**config.mk**
```make
export PLATFORM = sky130hd
export DESIGN_NAME = if_fetch_queue
export DESIGN_NICKNAME = d
export VERILOG_FILES = /design/src/rtl/if_fetch_queue_pkg.sv /design/src/rtl/if_fetch_queue_fifo.sv /design/src/rtl/if_fetch_queue.sv
export SDC_FILE = /design/constraint.sdc
export NUM_CORES = 1
export LEC_CHECK = 0
export CORE_MARGIN = 4
export CORE_UTILIZATION = 35
export DETAILED_ROUTE_END_ITERATION = 12
export PLACE_DENSITY = 0.59
export SLEW_MARGIN = 20
export SYNTH_ARGS = -nofsm -noshare
export SYNTH_HDL_FRONTEND = slang
export SYNTH_SLANG_ARGS = --single-unit
```
**constraint.sdc**
```tcl
create_clock -name clk -period 6.75 [get_ports clk]
set_input_delay 0.675 -clock clk [delete_from_list [all_inputs] [get_ports clk]]
set_output_delay 0.675 -clock clk [all_outputs]
set_load 0.05 [all_outputs]
```
**src/rtl/if_fetch_queue_pkg.sv**
```systemverilog
// Shared types for the instruction-fetch queue: FSM state encoding and queue entry layout.
package if_fetch_queue_pkg;

    localparam int FQ_ADDR_W = 32;

    typedef enum logic [1:0] {
        IDLE  = 2'b00,
        FETCH = 2'b01,
        FULL  = 2'b10,
        DRAIN = 2'b11
    } fetch_state_t;

    typedef struct packed {
        logic [FQ_ADDR_W-1:0] pc;
        logic [FQ_ADDR_W-1:0] instr;
    } fetch_entry_t;

endpackage

```
**src/rtl/if_fetch_queue_fifo.sv**
```systemverilog
// Power-of-two circular buffer holding {pc, instr} entries, with synchronous clear.
module fetch_fifo #(
    parameter int DEPTH = 4,
    parameter int WIDTH = 64
) (
    input  logic                     clk,
    input  logic                     reset,
    input  logic                     clear,
    input  logic                     push,
    input  logic [WIDTH-1:0]         push_data,
    input  logic                     pop,
    output logic [WIDTH-1:0]         head_data,
    output logic [$clog2(DEPTH):0]   count
);

    localparam int PTR_W = $clog2(DEPTH);
    localparam int CNT_W = PTR_W + 1;
    localparam logic [CNT_W-1:0] FULL_CNT = CNT_W'(DEPTH);

    logic [WIDTH-1:0] mem_r [DEPTH];
    logic [PTR_W-1:0] wr_ptr_r;
    logic [PTR_W-1:0] rd_ptr_r;
    logic [CNT_W-1:0] count_r;
    logic             do_push_s;
    logic             do_pop_s;

    // A push is taken when a slot is free or the same-cycle pop frees one
    always_comb begin
        do_pop_s  = pop && (count_r != {CNT_W{1'b0}});
        do_push_s = push && ((count_r != FULL_CNT) || do_pop_s);
    end

    // Pointer and occupancy tracking
    always_ff @(posedge clk or posedge reset) begin
        if (reset) begin
            wr_ptr_r <= {PTR_W{1'b0}};
            rd_ptr_r <= {PTR_W{1'b0}};
            count_r  <= {CNT_W{1'b0}};
        end else if (clear) begin
            wr_ptr_r <= {PTR_W{1'b0}};
            rd_ptr_r <= {PTR_W{1'b0}};
            count_r  <= {CNT_W{1'b0}};
        end else begin
            if (do_push_s) begin
                wr_ptr_r <= wr_ptr_r + PTR_W'(1'b1);
            end
            if (do_pop_s) begin
                rd_ptr_r <= rd_ptr_r + PTR_W'(1'b1);
            end
            case ({do_push_s, do_pop_s})
                2'b10:   count_r <= count_r + CNT_W'(1'b1);
                2'b01:   count_r <= count_r - CNT_W'(1'b1);
                default: count_r <= count_r;
            endcase
        end
    end

    // Entry storage; stale contents are never visible because the head is qualified by count
    always_ff @(posedge clk) begin
        if (do_push_s) begin
            mem_r[wr_ptr_r] <= push_data;
        end
    end

    assign head_data = mem_r[rd_ptr_r];
    assign count     = count_r;

endmodule

```
**src/rtl/if_fetch_queue.sv**
```systemverilog
// Instruction-fetch front end: credit-limited request FSM, in-order response queue,
// redirect/drain handling and performance counters.
module if_fetch_queue
    import if_fetch_queue_pkg::*;
#(
    parameter int                ADDR_W   = 32,
    parameter int                DEPTH    = 4,
    parameter int                CNT_W    = 32,
    parameter logic [ADDR_W-1:0] RESET_PC = {ADDR_W{1'b0}}
) (
    input  logic                     clk,
    input  logic                     reset,
    input  logic                     stall,
    input  logic                     redirect_valid,
    input  logic [ADDR_W-1:0]        redirect_pc,
    output logic                     imem_req_valid,
    output logic [ADDR_W-1:0]        imem_req_addr,
    input  logic                     imem_req_ready,
    input  logic                     imem_rsp_valid,
    input  logic [ADDR_W-1:0]        imem_rsp_data,
    output logic                     instr_valid,
    output logic [ADDR_W-1:0]        instr,
    output logic [ADDR_W-1:0]        pc,
    output logic [ADDR_W-1:0]        pc_plus4,
    output logic [1:0]               fetch_state,
    output logic [$clog2(DEPTH):0]   occupancy,
    output logic [CNT_W-1:0]         fetch_cycles,
    output logic [CNT_W-1:0]         stall_cycles,
    output logic [CNT_W-1:0]         redirect_count,
    output logic [CNT_W-1:0]         discard_count
);

    localparam int                OCC_W     = $clog2(DEPTH) + 1;
    localparam int                SUM_W     = OCC_W + 1;
    localparam logic [SUM_W-1:0]  DEPTH_SUM = SUM_W'(DEPTH);
    localparam logic [ADDR_W-1:0] PC_STEP   = ADDR_W'(3'd4);

    fetch_state_t        state_r;
    fetch_state_t        state_next_s;
    logic [ADDR_W-1:0]   fetch_addr_r;
    logic [ADDR_W-1:0]   rsp_pc_r;
    logic [OCC_W-1:0]    outstanding_r;
    logic [OCC_W-1:0]    discard_r;
    logic [CNT_W-1:0]    fetch_cycles_r;
    logic [CNT_W-1:0]    stall_cycles_r;
    logic [CNT_W-1:0]    redirect_count_r;
    logic [CNT_W-1:0]    discard_count_r;

    logic                req_valid_s;
    logic                req_fire_s;
    logic                rsp_live_s;
    logic                rsp_push_s;
    logic                rsp_discard_s;
    logic                head_valid_s;
    logic                pop_s;
    logic [OCC_W-1:0]    out_next_s;
    logic [OCC_W-1:0]    occ_next_s;
    logic [OCC_W-1:0]    discard_next_s;
    logic [SUM_W-1:0]    sum_now_s;
    logic [SUM_W-1:0]    sum_next_s;
    logic [OCC_W-1:0]    fifo_count_s;
    logic [2*ADDR_W-1:0] fifo_head_s;

    fetch_fifo #(
        .DEPTH (DEPTH),
        .WIDTH (2 * ADDR_W)
    ) u_fifo (
        .clk       (clk),
        .reset     (reset),
        .clear     (redirect_valid),
        .push      (rsp_push_s),
        .push_data ({rsp_pc_r, imem_rsp_data}),
        .pop       (pop_s),
        .head_data (fifo_head_s),
        .count     (fifo_count_s)
    );

    // Credit check, response routing and next-state decode; the FULL/FETCH choice looks at next-cycle credit
    always_comb begin
        state_next_s   = state_r;
        req_valid_s    = 1'b0;
        rsp_push_s     = 1'b0;
        rsp_discard_s  = 1'b0;
        discard_next_s = discard_r;
        head_valid_s   = (fifo_count_s != {OCC_W{1'b0}}) && (state_r != DRAIN);
        pop_s          = head_valid_s && !stall;
        rsp_live_s     = imem_rsp_valid && (outstanding_r != {OCC_W{1'b0}});
        sum_now_s      = SUM_W'(fifo_count_s) + SUM_W'(outstanding_r);

        if (redirect_valid) begin
            rsp_discard_s = rsp_live_s;
        end else begin
            case (state_r)
                FETCH: begin
                    req_valid_s = (sum_now_s < DEPTH_SUM);
                    rsp_push_s  = rsp_live_s;
                end
                FULL:    rsp_push_s    = rsp_live_s;
                DRAIN:   rsp_discard_s = rsp_live_s;
                default: rsp_push_s    = 1'b0;
            endcase
        end

        req_fire_s = req_valid_s && imem_req_ready;
        out_next_s = outstanding_r + OCC_W'(req_fire_s) - OCC_W'(rsp_live_s);
        if (redirect_valid) begin
            occ_next_s = {OCC_W{1'b0}};
        end else begin
            occ_next_s = fifo_count_s + OCC_W'(rsp_push_s) - OCC_W'(pop_s);
        end
        sum_next_s = SUM_W'(occ_next_s) + SUM_W'(out_next_s);

        if (redirect_valid) begin
            discard_next_s = out_next_s;
            state_next_s   = (out_next_s != {OCC_W{1'b0}}) ? DRAIN : FETCH;
        end else begin
            case (state_r)
                IDLE:  state_next_s = FETCH;
                FETCH: state_next_s = (sum_next_s >= DEPTH_SUM) ? FULL : FETCH;
                FULL:  state_next_s = (sum_next_s < DEPTH_SUM) ? FETCH : FULL;
                DRAIN: begin
                    if (rsp_discard_s && (discard_r != {OCC_W{1'b0}})) begin
                        discard_next_s = discard_r - OCC_W'(1'b1);
                    end else begin
                        discard_next_s = discard_r;
                    end
                    state_next_s = (discard_next_s == {OCC_W{1'b0}}) ? FETCH : DRAIN;
                end
                default: state_next_s = IDLE;
            endcase
        end
    end

    // FSM, credit, address tracking and wrapping performance counters
    always_ff @(posedge clk or posedge reset) begin
        if (reset) begin
            state_r          <= IDLE;
            fetch_addr_r     <= RESET_PC;
            rsp_pc_r         <= RESET_PC;
            outstanding_r    <= {OCC_W{1'b0}};
            discard_r        <= {OCC_W{1'b0}};
            fetch_cycles_r   <= {CNT_W{1'b0}};
            stall_cycles_r   <= {CNT_W{1'b0}};
            redirect_count_r <= {CNT_W{1'b0}};
            discard_count_r  <= {CNT_W{1'b0}};
        end else begin
            state_r       <= state_next_s;
            outstanding_r <= out_next_s;
            discard_r     <= discard_next_s;
            if (redirect_valid) begin
                fetch_addr_r <= redirect_pc;
                rsp_pc_r     <= redirect_pc;
            end else begin
                if (req_fire_s) begin
                    fetch_addr_r <= fetch_addr_r + PC_STEP;
                end
                if (rsp_push_s) begin
                    rsp_pc_r <= rsp_pc_r + PC_STEP;
                end
            end
            if (pop_s) begin
                fetch_cycles_r <= fetch_cycles_r + CNT_W'(1'b1);
            end
            if (stall) begin
                stall_cycles_r <= stall_cycles_r + CNT_W'(1'b1);
            end
            if (redirect_valid) begin
                redirect_count_r <= redirect_count_r + CNT_W'(1'b1);
            end
            if (rsp_discard_s) begin
                discard_count_r <= discard_count_r + CNT_W'(1'b1);
            end
        end
    end

    assign imem_req_valid = req_valid_s;
    assign imem_req_addr  = fetch_addr_r;
    assign instr_valid    = head_valid_s;
    assign instr          = head_valid_s ? fifo_head_s[ADDR_W-1:0] : {ADDR_W{1'b0}};
    assign pc             = head_valid_s ? fifo_head_s[2*ADDR_W-1:ADDR_W] : {ADDR_W{1'b0}};
    assign pc_plus4       = pc + PC_STEP;
    assign fetch_state    = state_r;
    assign occupancy      = fifo_count_s;
    assign fetch_cycles   = fetch_cycles_r;
    assign stall_cycles   = stall_cycles_r;
    assign redirect_count = redirect_count_r;
    assign discard_count  = discard_count_r;

endmodule
```
Word level (Yosys, flattened, before mapping). Memories as Yosys holds them, arrays and structs flattened. Cells that the tools add are included.

Flip-flop bits (word level): 207. RAM bits: 256. Input bits: 70. Word-level logic and storage cells: 95. Memories: 1.

$add $sub $neg: 18. Order comparisons: 3. Equality and inequality tests: 7. Multiplexer cells: 32. Reductions and logical operators: 22.

Memories: u_fifo.mem_r (depth 4, width 64, read ports 1, clocked after memory_dff 0, wr ports 1, line if_fetch_queue_fifo.sv:20) `logic [WIDTH-1:0] mem_r [DEPTH];`.

Operator list (count): $mux 32 (6); $add 32x1->32 const B (4); $add 32x3->32 const B (3); $mux 3 (7); $mux 2 (9); $reduce_bool 3->1 (5); $reduce_bool 2->1 (5); $add 3x3->4 (2); $lt 4x3->1 const B (2); $mux 1 (8); $pmux 2 s4 (1); $logic_and 1x1->1 (7); $add 3x1->3 (2); $eq 2x2->1 const B (3); $pmux 3 s2 (1); $sub 3x1->3 (2); $sub 3x1->3 const B (2); $add 2x1->2 const B (2); $eq 2x1->1 const B (2); $ge 4x3->1 const B (1); $add 3x1->3 const B (1); $logic_not 3->1 (1); $ne 3x3->1 const B (1); $logic_not 2->1 (1); other kinds (4) (4).

Logic depth before layout (Yosys ltp).
Word-level depth: 12. Mapped depth: 20. Depth with buffers taken out: 18.

Cells and area by module. Synthesis repeated with hierarchy kept, for this count alone.

Cells, all modules: 1499. Area, all modules: 20611.0 sq um.

Modules (own cells, without submodules): if_fetch_queue (instances 1, cells each 1105, area each 10875.4 sq um); fetch_fifo (instances 1, cells each 394, area each 9735.6 sq um).

Least setup slack after synthesis. No wires, ideal clock.

Path type: flip-flop to output port. Start: register u_fifo.count_r[1] (netlist: u_fifo.count[1]). End: output port pc_plus4[28]. Data arrival time: 4.782 ns. Required time: 6.075 ns. Slack: 1.293 ns. Cell stages (with the launch flop): 14. Cell sequence: dfrtp_1 or3_1 buf_4 buf_2 nand2_1 inv_1 nand2_1 inv_1 ha_1 nand2_1 or4_4 nor4b_4 nand3_1 xnor2_1.

Cells in the longest elaborated chain, start to end: 4.

RTL lines: start, declared (line if_fetch_queue_fifo.sv:23) `logic [CNT_W-1:0] count_r;`; start signal, assigned (line if_fetch_queue_fifo.sv:38) `count_r <= {CNT_W{1'b0}};`; start signal, assigned (line if_fetch_queue_fifo.sv:42) `count_r <= {CNT_W{1'b0}};`; start signal, assigned (line if_fetch_queue_fifo.sv:51) `2'b10: count_r <= count_r + CNT_W'(1'b1);`; $reduce_bool 3->1 (line if_fetch_queue.sv:85) `head_valid_s = (fifo_count_s != {OCC_W{1'b0}}) && (state_r != DRAIN);`; $logic_and 1x1->1 (line if_fetch_queue.sv:85); net instr_valid (line if_fetch_queue.sv:21) `output logic instr_valid,`; $mux 32 (line if_fetch_queue.sv:180) `assign pc = head_valid_s ? fifo_head_s[2*ADDR_W-1:ADDR_W] : {ADDR_W{1'b0}};`; net pc[2] (line if_fetch_queue.sv:23) `output logic [ADDR_W-1:0] pc,`; $add 32x3->32 (line if_fetch_queue.sv:181) `assign pc_plus4 = pc + PC_STEP;`; end, declared (line if_fetch_queue.sv:24) `output logic [ADDR_W-1:0] pc_plus4,`.

The timed path passes the listed nets, and every way through them passes these cells.

Final worst setup path.
Start: register state_r[0] (netlist: fetch_state[0]). End: output port pc_plus4[28].

Cells in the longest elaborated chain, start to end: 4.

RTL lines: start, declared (line if_fetch_queue.sv:38) `fetch_state_t state_r;`; start signal, assigned (line if_fetch_queue.sv:147) `state_r <= state_next_s;`; $ne 2x2->1 (line if_fetch_queue.sv:85); $logic_and 1x1->1 (line if_fetch_queue.sv:85); $mux 32 (line if_fetch_queue.sv:180); $add 32x3->32 (line if_fetch_queue.sv:181).

Every way passes these cells.

==> summary.txt <==
Timing
  – Clock skew: 0.0387 ns
  – Tmin final: about 5.4 ns
  – Rel. slew slack: between 20 and 30%
  – Final count of negative-setup-slack endpoints: 0
  – Tightest Pin Transition: approximately 1.1 ns
  – Final number of hold-violating endpoints: 0
  – F_max: 0.185 GHz
  – Tcrit/Tclk final: ~80%
  – Final Max Tran Viols: 0
  – RSZ-0062 raised after global routing: false
  – Worst Hold Slack: between 0.3 and 0.4 ns
  – Setup tns final: 0 ns

Floorplan
  – Die X: approximately 250 um
  – Row Count: 88
  – Initial core utilization: between 30% and 40%
  – Die area: between 0.06 and 0.07 sq mm
  – Ports: approximately 330
  – Die height: around 250 um
  – Core area: roughly 0.058 sq mm

Power
  – NetSw: ~0.0034 W
  – Pleak: just under 10 nW
  – Internal Power: 0.00604 W
  – Seq pwr share: 37.8%
  – VDD IR max: about 0.21 mV
  – Power Density: approximately 360 mW/mm^2
  – Sw frac: between 30% and 40%
  – Comb power frac: a little under a third
  – Clock network power share: 30.5%

Synthesis
  – Post-synth EDFFs: about 260
  – Top_reg_cell synth: edfxtp_1
  – Synth top area share: between 30% and 40%
  – Mapped Cells: between 1500 and 2000
  – Post-synth top area cell: edfxtp_1
  – Warnings from Yosys: 0
  – Register area share after synthesis: 63.1%
  – Complex-gate fraction of the synthesized area: between 2 and 3%
  – Simple-gate share of the synthesized area: 13.6%
  – Synth Register Bits: roughly 460
  – Share of synthesized flip-flops with an asynchronous set or reset: about 45%
  – Most instantiated library cell after synthesis: edfxtp_1
  – Top post-synthesis cells by area: edfxtp_1, dfrtp_1, xnor2_1
  – XOR/XNOR Fraction of Synth Area: under 10%
  – Synth unique cells: just over 50
  – Avg Cell Area, Syn: 13.6 sq um
  – Post-Synth Adder-Cell Area: 1.83%
  – Combinational family with the most area after synthesis: simple AND/OR/NAND/NOR gates
  – Top post-synthesis cells by count: edfxtp_1, dfrtp_1, nand2_1
  – Post-Syn Nets: roughly 1600
  – Post-Syn Area: approximately 0.020 sq mm
  – Post-synthesis mux area share: 8.05%

GRT
  – Largest net degree at the start of global routing: approximately 150
  – Initial antenna violation count: 4
  – Vias in the first global route: roughly 14000
  – First-pass GRT wire length: 83.3 mm
  – Total GRT Usage: 16.8%
  – Gr ovfl total: 0

Layout
  – Register area: roughly 0.013 sq mm
  – Nets@finish: slightly below 2000
  – Multi-input gate area: roughly 0.007 sq mm
  – Non-filler instance count after layout: 2652
  – Final Util: ~46%
  – Layout fillers: approximately 5200
  – Layout area overhead: 28.8%
  – Share of cells above drive strength 1: 8.97%
  – Design area: about 0.026 sq mm

Critical path
  – R2r worst-path depth: 17
  – Worst EP required: 6.07 ns
  – Crit path DAT: between 4 and 5 ns
  – Kind of critical path: register to output pin
  – CP max FO: 32
  – CP endpoint kind: output pin
  – Critical Path Start Type: register

Detailed routing
  – DRT antenna net count: 0
  – WL per Instance: a little over 20 um
  – Drc violations: 0
  – Average vias per placed instance: around 5
  – Final wirelength: 53.5 mm
  – Detailed Route Iter0 Violations: just over 800
  – Vias post-DR: ~13000
  – First-pass DRT Iterations: 7

Clock tree
  – CTS hold repair buffers: 0
  – H-Tree Depth: 2
  – Post-CTS Setup Inserts: 0
  – Clock Tree Buf Depth: 3
  – Resized Gates After CTS: 0
  – Clk_lat worst skew: approximately 0.60 ns
  – Num CTS Buffers: 51
  – Clk pin slew, worst setup/hold paths: ~0.060 ns
  – TritonCTS clock tree: yes
  – Num Clock Sinks: between 400 and 500
  – CTS root buf: clkbuf_16

Place
  – Placed cell areas: 0.0245 sq mm
  – Placed cell count: between 2000 and 3000
  – DP HPWL: between 30 and 40 mm
  – Gpl congestion: 0.833
  – IO Port Bufs: 332

Hold path
  – Min-Delay Path Class: input port to register
  – Hold Path Stages: 2

Run status
  – Status: finished clean

Run
  – Max cap viols: 0
-- area by class of cell --
class / count / share of cell area (%)
Sequential cell: 463 / 49.0
Multi-Input combinational cell: 938 / 27.0
Timing Repair Buffer: 340 / 12.9
Clock buffer: 75 / 5.55
Tap cell: 765 / 3.64
Clock inverter: 19 / 1.16
Inverter: 50 / 0.762
Antenna cell: 2 / 0.0190
-- layout by cell type (no fill, tap or decap), types with 4 or more instances in the layout --
cell type and n:
dfrtp_1 205, bufinv_16 6, clkbuf_16 52, clkinvlp_4 6
and3_1 87, nor3_1 32, o21ai_0 56, mux4_2 54
and4_1 20, a21oi_1 6, nand3_1 80, or3_1 4
edfxtp_1 256, nand4_1 50, o311ai_0 6, and2_1 11
mux4_1 10, a31oi_1 7, mux2_2 11, inv_1 48
and2_4 4, clkbuf_8 7, nand2_1 147, clkbuf_1 16
xor2_1 54, or4_1 5, buf_4 8, o211ai_1 8
nor4_1 6, clkdlybuf4s50_1 331, nor2_1 77, ha_1 25
mux2i_1 4, o31ai_1 4, xnor2_1 142
-- power groups by stage --
| stage | logic, W | registers, W | clock network [W] |
|---|---|---|---|
| global route | 0.00317 | 0.00362 | 0.00308 |
| detailed placement | 0.00302 | 0.00363 | 0 |
| CTS | 0.00302 | 0.00358 | 0.00296 |
| floorplan | 0.00171 | 0.00387 | 0 |
| finish | 0.00299 | 0.00357 | 0.00288 |
| global placement | 0.00299 | 0.00361 | 0 |
-- layer usage --
layer | routed length, um | part of all wire [%] | track usage, %
met2 | 24200 | 45 | 26.1
met1 | 24600 | 46 | 24.0
met4 | 936 | 1.8 | 3.68
met5 | 27 | 0.051 | 0
met3 | 3680 | 6.9 | 4.55
-- cell families (layout without fill, tap and decap cells) --
family	after synthesis	in the layout
AOI/OAI and AO/OA	96	96
and+or+nand+nor	539	539
muxes	79	79
buffers and inverters	105	484
xor gates and xnor gates	196	196
DFF	463	463
other	0	2
adders and majority gates	28	28
-- path summary, 6_finish.rpt --
| path | end | from | slack (ns) |
|---|---|---|---|
| setup / recovery | pc_plus4[28] | fetch_state[0]$_DFF_PP0_ | 1.35 |
| min in group asynchronous | stall_cycles[30]$_DFFE_PP0P_ | reset | 0.65 |
| setup reg to reg | fetch_state[1]$_DFF_PP0_ | u_fifo.count[1]$_DFFE_PP0P_ | 2.12 |
| max in group asynchronous | rsp_pc_r[30]$_DFFE_PP0N_ | reset | 4.69 |
| hold / removal | redirect_count[0]$_DFFE_PP0P_ | redirect_valid | 0.38 |
| hold reg to reg | stall_cycles[31]$_DFFE_PP0P_ | stall_cycles[31]$_DFFE_PP0P_ | 0.47 |
-- registers in the layout, indices dropped and copies added (netlist names), 32 cells and up --
register / flops
discard_count: 32
fetch_cycles: 32
imem_req_addr: 32
redirect_count: 32
rsp_pc_r: 32
stall_cycles: 32
u_fifo.mem_r: 256
-- critical path, cell delays in order (launching register included) --
cell and delay (ns):
dfrtp_1 0.41, ha_1 0.32, inv_2 0.42, buf_4 0.38
and3_1 0.23, ha_1 0.21, nand2_1 0.09, or4_4 0.47
nor4b_4 0.42, nand3_1 0.15, xnor2_1 0.17, clkdlybuf4s50_1 0.84
-- metrics by stage --
stage          setup WS [ns]  power, W
6_report                1.35   0.00944
5_1_grt                0.962   0.00988
4_1_cts                 1.26   0.00956
3_5_place_dp            1.92   0.00665
3_3_place_gp            2.06   0.00660
2_1_floorplan          0.423   0.00558
Power figures use the tool's default switching activity.
